`src/rtl/csam_mul_arbiter.sv`:
```
//------------------------------------------------------------------------------
// Module   : csam_mul_arbiter
// Purpose  : Two-requester arbiter around one signed 8x4 carry-save array
//            multiplier. Optional per-requester accumulators: CSAM_MUL_ACC_EN.
// Revision : 1.0 - initial release
//------------------------------------------------------------------------------
`default_nettype none

module csam_mul_arbiter #(
    parameter int FIXED_PRIO = 0,
    parameter int RES_W      = 16
) (
    input  logic                  clk,
    input  logic                  rst_n,
    input  logic [1:0]            req_valid,
    output logic [1:0]            req_ready,
    input  logic [1:0][7:0]       req_x,
    input  logic [1:0][3:0]       req_y,
    input  logic [1:0]            req_acc,
    output logic                  res_valid,
    input  logic                  res_ready,
    output logic                  res_id,
    output logic [RES_W-1:0]      res_data,
    output logic                  busy
);

    typedef enum logic [1:0] {
        S_IDLE = 2'd0,
        S_MUL  = 2'd1,
        S_HOLD = 2'd2
    } state_t;

    state_t            r_state;
    state_t            w_next;
    logic              r_last;
    logic              r_id;
    logic [7:0]        r_x;
    logic [3:0]        r_y;
    logic              w_gnt;
    logic              w_gnt_id;
    logic [RES_W-1:0]  w_sext;
    logic [RES_W-1:0]  w_result;

    always_comb begin
        w_next    = r_state;
        w_gnt     = 1'b0;
        w_gnt_id  = 1'b0;
        req_ready = 2'b00;
        case (r_state)
            S_IDLE: begin
                if (rst_n && (req_valid != 2'b00)) begin
                    w_gnt = 1'b1;
                    if (req_valid == 2'b11)
                        w_gnt_id = (FIXED_PRIO != 0) ? 1'b0 : ~r_last;
                    else
                        w_gnt_id = req_valid[1];
                    req_ready = w_gnt_id ? 2'b10 : 2'b01;
                    w_next    = S_MUL;
                end
            end
            S_MUL:   w_next = S_HOLD;
            S_HOLD:  if (res_ready) w_next = S_IDLE;
            default: w_next = S_IDLE;
        endcase
    end

    // Signed array multiply: Y bit 3 carries weight -8, so its row is subtracted.
    logic [11:0]       w_xe;
    logic [3:0][11:0]  w_pp;
    logic [11:0]       w_s;
    logic [11:0]       w_c;
    logic [11:0]       w_z;

    assign w_xe = {{4{r_x[7]}}, r_x};

    generate
        for (genvar j = 0; j < 4; j++) begin : g_pp
            assign w_pp[j] = r_y[j] ? (w_xe << j) : 12'd0;
        end
    endgenerate

    assign w_s    = w_pp[0] ^ w_pp[1] ^ w_pp[2];
    assign w_c    = ((w_pp[0] & w_pp[1]) | (w_pp[0] & w_pp[2]) | (w_pp[1] & w_pp[2])) << 1;
    assign w_z    = w_s + w_c + ~w_pp[3] + 12'd1;
    assign w_sext = RES_W'($signed(w_z));

`ifdef CSAM_MUL_ACC_EN
    logic                   r_acc_op;
    logic [1:0][RES_W-1:0]  r_acc;

    assign w_result = r_acc_op ? (r_acc[r_id] + w_sext) : w_sext;

    always_ff @(posedge clk or negedge rst_n) begin
        if (!rst_n) begin
            r_acc_op <= 1'b0;
            r_acc    <= '0;
        end else begin
            if (w_gnt)
                r_acc_op <= req_acc[w_gnt_id];
            if (r_state == S_MUL)
                r_acc[r_id] <= w_result;
        end
    end
`else
    logic w_unused_acc;
    assign w_unused_acc = ^req_acc;
    assign w_result     = w_sext;
`endif

    always_ff @(posedge clk or negedge rst_n) begin
        if (!rst_n) begin
            r_state  <= S_IDLE;
            r_last   <= 1'b1;
            r_id     <= 1'b0;
            r_x      <= 8'd0;
            r_y      <= 4'd0;
            res_data <= '0;
        end else begin
            r_state <= w_next;
            if (w_gnt) begin
                r_last <= w_gnt_id;
                r_id   <= w_gnt_id;
                r_x    <= req_x[w_gnt_id];
                r_y    <= req_y[w_gnt_id];
            end
            if (r_state == S_MUL)
                res_data <= w_result;
        end
    end

    assign res_valid = (r_state == S_HOLD);
    assign busy      = (r_state != S_IDLE);
    assign res_id    = r_id;

endmodule

`default_nettype wire

```
`config.mk`:
```
export PLATFORM = sky130hd
export DESIGN_NAME = csam_mul_arbiter
export DESIGN_NICKNAME = d
export VERILOG_FILES = /design/src/rtl/csam_mul_arbiter.sv
export SDC_FILE = /design/constraint.sdc
export NUM_CORES = 1
export LEC_CHECK = 0
export ABC_AREA = 1
export CAP_MARGIN = 20
export CORE_MARGIN = 1
export CORE_UTILIZATION = 46
export DETAILED_ROUTE_END_ITERATION = 8
export PLACE_DENSITY = 0.84
export SYNTH_ARGS = -nofsm -noshare
export SYNTH_HDL_FRONTEND = slang
export SYNTH_SLANG_ARGS = --single-unit
export TNS_END_PERCENT = 50
```
`constraint.sdc`:
```
create_clock -name clk -period 3.4 [get_ports clk]
set_clock_uncertainty 0.15 [all_clocks]
set_input_delay 0.85 -clock clk [delete_from_list [all_inputs] [get_ports clk]]
set_output_delay 0.85 -clock clk [all_outputs]
set_load 0.1 [all_outputs]
```
==> results of run 1 <==
-- cell type report --
cell class              count  area [um^2]  share of cell area [%]
clock inverters             1         30.0                    1.02
clock buffers               3         41.3                    1.40
multi-input cells         210         1350                    45.7
well taps                  67         83.8                    2.84
repair buffers             63          568                    19.2
inverters                  47          176                    5.97
flip-flops and latches     28          706                    23.9
-- stage by stage --
step / setup slack, ns / util [%] / cell area, um^2 / setup TNS, ns / hold WS, ns
after floorplan: 0.0930 / - / 2260 / 0 / 0.301
after global placement: 0.0857 / 59.2 / 2790 / 0 / 0.305
after detailed placement: 0.0272 / 59.2 / 2790 / 0 / 0.310
after CTS: 0.0254 / 60.7 / 2870 / 0 / 0.329
after global routing: -0.0912 / 62.5 / 2950 / -0.107 / 0.352
final: 0.0627 / 62.5 / 2950 / 0 / 0.329
-- layer usage --
| layer | share of wire [%] | track usage [%] | wire (um) | vias up |
|---|---|---|---|---|
| met5 | 0 | 0 | 0 | - |
| met4 | 2.5 | 8.50 | 125 | 0 |
| met3 | 3.6 | 1.81 | 183 | 11 |
| met2 | 52 | 35.8 | 2630 | 54 |
| met1 | 42 | 23.3 | 2110 | 919 |
| li1 | - | - | - | 1002 |
-- critical path, cell delays in order (launching register included) --
cell and delay (ns):
dfrtp_1 0.45, nand2_1 0.12, fa_1 0.55, inv_1 0.06, fa_1 0.47, ha_1 0.30
ha_2 0.21, fa_2 0.35, nand3_1 0.08, nand2_1 0.08, or2_2 0.28, nand3_1 0.08
nand2_1 0.05
-- registers in the layout, summed over array words and instances, names as in the netlist --
register  cells
res_id        1
r_y           4
r_x           8
r_state       2
r_last        1
res_data     12
-- repair_timing --
action,in CTS,in global routing
setup endpoints to repair,1,6
gates cloned,0,0
pin swaps,0,3
gates resized for setup,1,11
buffers inserted,0,4
-- worst paths after layout --
| path | to | slack, ns | startpoint | cells past startpoint |
|---|---|---|---|---|
| worst min register to register | res_data[4] | 0.33 | res_data[4] | 2 |
| worst min-delay path | res_data[4] | 0.33 | res_data[4] | 2 |
| worst max-delay path | res_data[8] | 0.06 | r_x[3] | 12 |
| max in group asynchronous | r_last | 1.83 | rst_n | 2 |
| worst max register to register | res_data[8] | 0.06 | r_x[3] | 12 |
| min in group asynchronous | res_data[11] | 0.95 | rst_n | 2 |
-- placed cells by master (no fill, tap or decap), types with 2 or more instances in the layout --
| master | synthesis | layout |
|---|---|---|
| nand2_1 | 125 | 123 |
| inv_1 | 47 | 47 |
| buf_4 | 5 | 33 |
| clkdlybuf4s50_1 | 0 | 28 |
| dfrtp_1 | 27 | 24 |
| nand3_1 | 21 | 21 |
| fa_1 | 14 | 13 |
| ha_1 | 17 | 13 |
| nor2_1 | 7 | 7 |
| a21oi_1 | 5 | 5 |
| o21ai_0 | 4 | 3 |
| ha_4 | 0 | 3 |
| clkbuf_8 | 0 | 3 |
| dfrtp_2 | 0 | 3 |
| nand2_2 | 0 | 2 |
| o21ai_1 | 1 | 2 |
| xnor2_1 | 2 | 2 |
| nor2_4 | 2 | 2 |
| nand3b_1 | 2 | 2 |
| nand3_2 | 2 | 2 |
| buf_12 | 0 | 2 |
-- cells by family (layout without fill, tap and decap cells) --
family	count (synthesis)	after routing	share of synthesized area, %
compound gates	11	11	2.60
xor+xnor	4	4	1.55
fa+ha+maj	31	31	21.8
simple gates	164	164	31.2
buf+inv	61	114	11.9
flops	28	28	31.0
==> flow_summary_export.csv, run 1 <==
group,metric,value,unit
run_status,status,"finished, final reports clean",
timing,slew_viol_final,0,
synthesis,synth_edf_count,0,
timing,period_share,98.2,%
finish,nets,415,
synthesis,synthFlopType,"dfrtp_1",
synthesis,async_flop_share,100,%
drt,drc,0,
job,maxCapViolations,0,
clock_network,clkTransAtPathRegs,0.10,ns
timing,worstMarginPinSlew,0.727,ns
finish,area_delta_synth_final,30.4,%
grt,grt_pass1_vias,1900,
synthesis,synthTopCellsByCount,"125 x nand2_1, 47 x inv_1, 27 x dfrtp_1",
timing,period_needed,3.34,ns
worst_setup_path,arrival,3.38,ns
synthesis,netlist.area_leader.share,29.8,%
synthesis,ys_seq_elements,28,
drt,drtIter0Drc,107,
finish,drive_gt1_share,16.8,%
floorplanning,die_area,5210,um^2
worst_setup_path,worstPathMaxFanout,5,
worst_setup_path,critPathCaptureType,"flip-flop",
grt,grt_usage,19.6,%
floorplanning,fp-row-count,25,
place,port_buffers,49,
timing,fmax,300,MHz
grt,grt_max_degree,29,
worst_setup_path,cp.required,3.44,ns
synthesis,synth.most_common_cell,"nand2_1",
clock_network,cts_htree_levels,1,
place,gp_congestion,0.814,
synthesis,syn_inst,299,
clock_network,cts_max_path_buffers,2,
drt,vias,1986,
drt,ant_nets,0,
finish,fillers,396,
worst_setup_path,crit_type,"reg2reg",
grt,grt_overflow,0,
finish,stdcell_count,419,
clock_network,clock-sinks,28,
timing,setup_viol,0,
synthesis,syn-mean-instance-area,7.57,um^2
timing,hold_violations,0,
timing,slew_headroom,51.4,%
synthesis,yosysWarnings,0,
synthesis,ys_seq_area_share,31.0,%
place,placed_cells,411,
drt,drtPass1Iterations,4,
synthesis,synth_cell_types,26,
clock_network,clock_latency,0.29,ns
synthesis,synth_area_leaders,"dfrtp_1 30%, nand2_1 21%, fa_1 12%, ha_1 9.4%, inv_1 7.8%",
synthesis,syn_area,2260,um^2
place,hpwl,3780,um
drt,finalWirelength,5050,um
floorplanning,ioPinCount,52,
synthesis,synth_top_area_cell,"dfrtp_1",
drt,post_drt_wl_per_cell,12.0,um
floorplanning,fp.dieH,72.2,um
finish,antennaDiodeCount,0,
worst_setup_path,timing.critical_path.from_type,"flip-flop",
floorplanning,coreArea,4720,um^2
grt,grt_antenna_before_repair,0,
clock_network,cts_tree,"done",
synthesis,syn_nets,361,
floorplanning,start_util,47.9,%
hold_path,min_path_type,"reg2reg",
clock_network,numCtsBuffers,3,
clock_network,cts_root_buf,"clkbuf_8",
grt,grt_pass1_wl,8000,um
floorplanning,die_w,72.2,um
clock_network,cts_hold_buf,0,
drt,vias_per_cell,4.74,
Power of run 1 is left out: the tool's default activity adds up to more than one toggle a clock period on the data nets, which glitch-free logic cannot reach.
==> inputs of run 2 (changes only) <==
--- a/config.mk
+++ b/config.mk
@@ -10,6 +10,7 @@
 export CORE_MARGIN = 1
 export CORE_UTILIZATION = 46
 export DETAILED_ROUTE_END_ITERATION = 8
+export HOLD_SLACK_MARGIN = 0.06
 export PLACE_DENSITY = 0.84
 export SYNTH_ARGS = -nofsm -noshare
 export SYNTH_HDL_FRONTEND = slang
==> results of run 2 <==
Same layout as run 1: the final DEF is identical, and so are final timing and power.
Power of run 2 is left out for the same reason.
==> inputs of run 3 (changes only) <==
--- a/config.mk
+++ b/config.mk
@@ -8,10 +8,11 @@
 export ABC_AREA = 1
 export CAP_MARGIN = 20
 export CORE_MARGIN = 1
-export CORE_UTILIZATION = 46
+export CORE_UTILIZATION = 69
 export DETAILED_ROUTE_END_ITERATION = 8
+export DONT_BUFFER_PORTS = 1
 export HOLD_SLACK_MARGIN = 0.06
-export PLACE_DENSITY = 0.84
+export PLACE_DENSITY = 0.92
 export SYNTH_ARGS = -nofsm -noshare
 export SYNTH_HDL_FRONTEND = slang
 export SYNTH_SLANG_ARGS = --single-unit
==> constraint.sdc (replaced) <==
create_clock -name clk -period 4.13 [get_ports clk]
set_clock_uncertainty 0.15 [all_clocks]
set_input_delay 1.0325 -clock clk [delete_from_list [all_inputs] [get_ports clk]]
set_output_delay 1.0325 -clock clk [all_outputs]
set_load 0.1 [all_outputs]
==> run 3 against run 2 <==
  * Register-to-register slack gained 0.38 ns
  * Largest cell class unchanged
  * Wire length shrank 15%
  * Maximum frequency shrank 9.6%
  * Non-clock buffer count shrank 60
  * Global-route usage grew 7.4 points
==> flow_summary_export.csv, run 3 (synthesis gave the netlist of run 1 again) <==
group,metric,value,unit
floorplanning,fp-row-count,20,
grt,grt_max_degree,30,
clock_network,clock_latency,0.33,ns
worst_setup_path,cp.required,4.23,ns
worst_setup_path,reg2reg_setup_slack,0.44,ns
grt,grt_pass1_wl,7000,um
run_status,status,"finished, final reports clean",
drt,drc,0,
timing,slew_headroom,27.9,%
grt,grt_pass1_vias,1626,
drt,drtPass1Iterations,4,
timing,hold_violations,0,
clock_network,cts_htree_levels,1,
finish,drive_gt1_share,6.16,%
worst_setup_path,worstPathMaxFanout,11,
worst_setup_path,timing.critical_path.from_type,"flip-flop",
drt,vias,1781,
grt,grt_usage,27.0,%
clock_network,cts_max_path_buffers,2,
finish,utilization,75.4,%
finish,regMostFlops,"res_data",
timing,period_share,89.4,%
floorplanning,ioPinCount,52,
drt,dr_wl_met3,265,um
finish,fillers,222,
place,placed_area,2270,um^2
drt,vias_per_cell,5.30,
drt,wirelength_met1,1750,um
drt,route.met2.wl,2180,um
timing,period_needed,3.69,ns
grt,grt_antenna_before_repair,0,
floorplanning,die_area,3520,um^2
place,hpwl,3220,um
floorplanning,fp.dieH,59.3,um
timing,fmax,271,MHz
clock_network,clkTransAtPathRegs,0.16,ns
worst_setup_path,crit_type,"reg2reg",
timing,fin_tns_setup,0,ns
finish,area_delta_synth_final,2.49,%
drt,post_drt_wl_per_cell,12.7,um
finish,final_cell_mix,"125 x nand2_1, 47 x inv_1, 26 x dfrtp_1",
drt,top_layer,"met4",
grt,grt_overflow,0,
worst_setup_path,critPathCaptureType,"flip-flop",
clock_network,post_cts.repair.setup_buffers,0,
drt,ant_nets,0,
worst_setup_path,arrival,3.79,ns
place,gp_congestion,0.836,
clock_network,cts_tree,"done",
clock_network,clock-sinks,28,
finish,antennaDiodeCount,0,
clock_network,cts_resized,0,
finish,reg_top3,"res_data: 12 flops, r_x: 8 flops, r_y: 4 flops",
place,port_buffers,0,
timing,rsz0062_at_grt,"no",
clock_network,cts_hold_buf,0,
drt,finalWirelength,4280,um
timing,setup_viol,0,
finish,final_cell_area,2320,um^2
finish,largest_reg_flops,12,
floorplanning,coreArea,3080,um^2
timing,slew_viol_final,0,
worst_setup_path,rr_worst_depth,12,
hold_path,min_path_type,"in2async",
finish,stdcell_count,336,
drt,drtIter0Drc,78,
clock_network,cts_root_buf,"clkbuf_4",
finish,nets,355,
timing,worstMarginPinSlew,1.08,ns
floorplanning,start_util,73.6,%
place,placed_cells,332,
finish,final_common_cell,"nand2_1",
job,maxCapViolations,0,
floorplanning,die_w,59.3,um
clock_network,numCtsBuffers,3,
[run 3: cell types whose count changed in the layout (fill, tap and decap cells not counted), moves of 3 or more]
cell             before  now
dfrtp_2               3    0
clkbuf_4              0    3
ha_4                  3    0
buf_4                33    2
clkdlybuf4s50_1      28    0
ha_1                 13   17
clkbuf_8              3    0
[run 3: final cells by class]
cell class	instances	area [um^2]	area share [%]
multi-input combinational	210	1300	55.8
sequential	28	706	30.4
inverter	47	176	7.60
tap	44	55.1	2.37
timing repair buffer	3	35.0	1.51
clock inverter	1	30.0	1.29
clock buffer	3	22.5	0.970
[run 3: final timing paths]
| check | start | end |
|---|---|---|
| setup / recovery | r_y[0] | res_data[8] |
| max in group asynchronous | rst_n | r_last |
| hold reg to reg | r_last | r_last |
| setup reg to reg | r_y[0] | res_data[8] |
| hold / removal | rst_n | res_data[11] |
| min in group clk | r_last | r_last |
[run 3: per-stage QoR]
stage                     setup slack [ns]  hold slack, ns
after floorplan                      0.823           0.301
final                                0.439           0.211
after detailed placement             0.539           0.354
after global placement               0.660           0.314
after global routing                 0.235           0.187
after CTS                            0.464           0.207
[run 3: worst max-delay path, cell delays in order, from the launching register on]
cell and delay, ns:
dfrtp_1 0.60, nand2_1 0.16, fa_1 0.57, inv_1 0.06
fa_1 0.47, ha_1 0.30, ha_1 0.24, fa_1 0.42
nand3_1 0.10, nand2_1 0.10, or2_2 0.30, nand3_1 0.08
nand2_1 0.06
[run 3: layer usage]
layer	GRT usage, %	vias up
met3	3.71	12
met5	0	-
met2	47.4	82
li1	-	882
met4	9.86	0
met1	33.7	805
Power of run 3 is left out for the same reason.
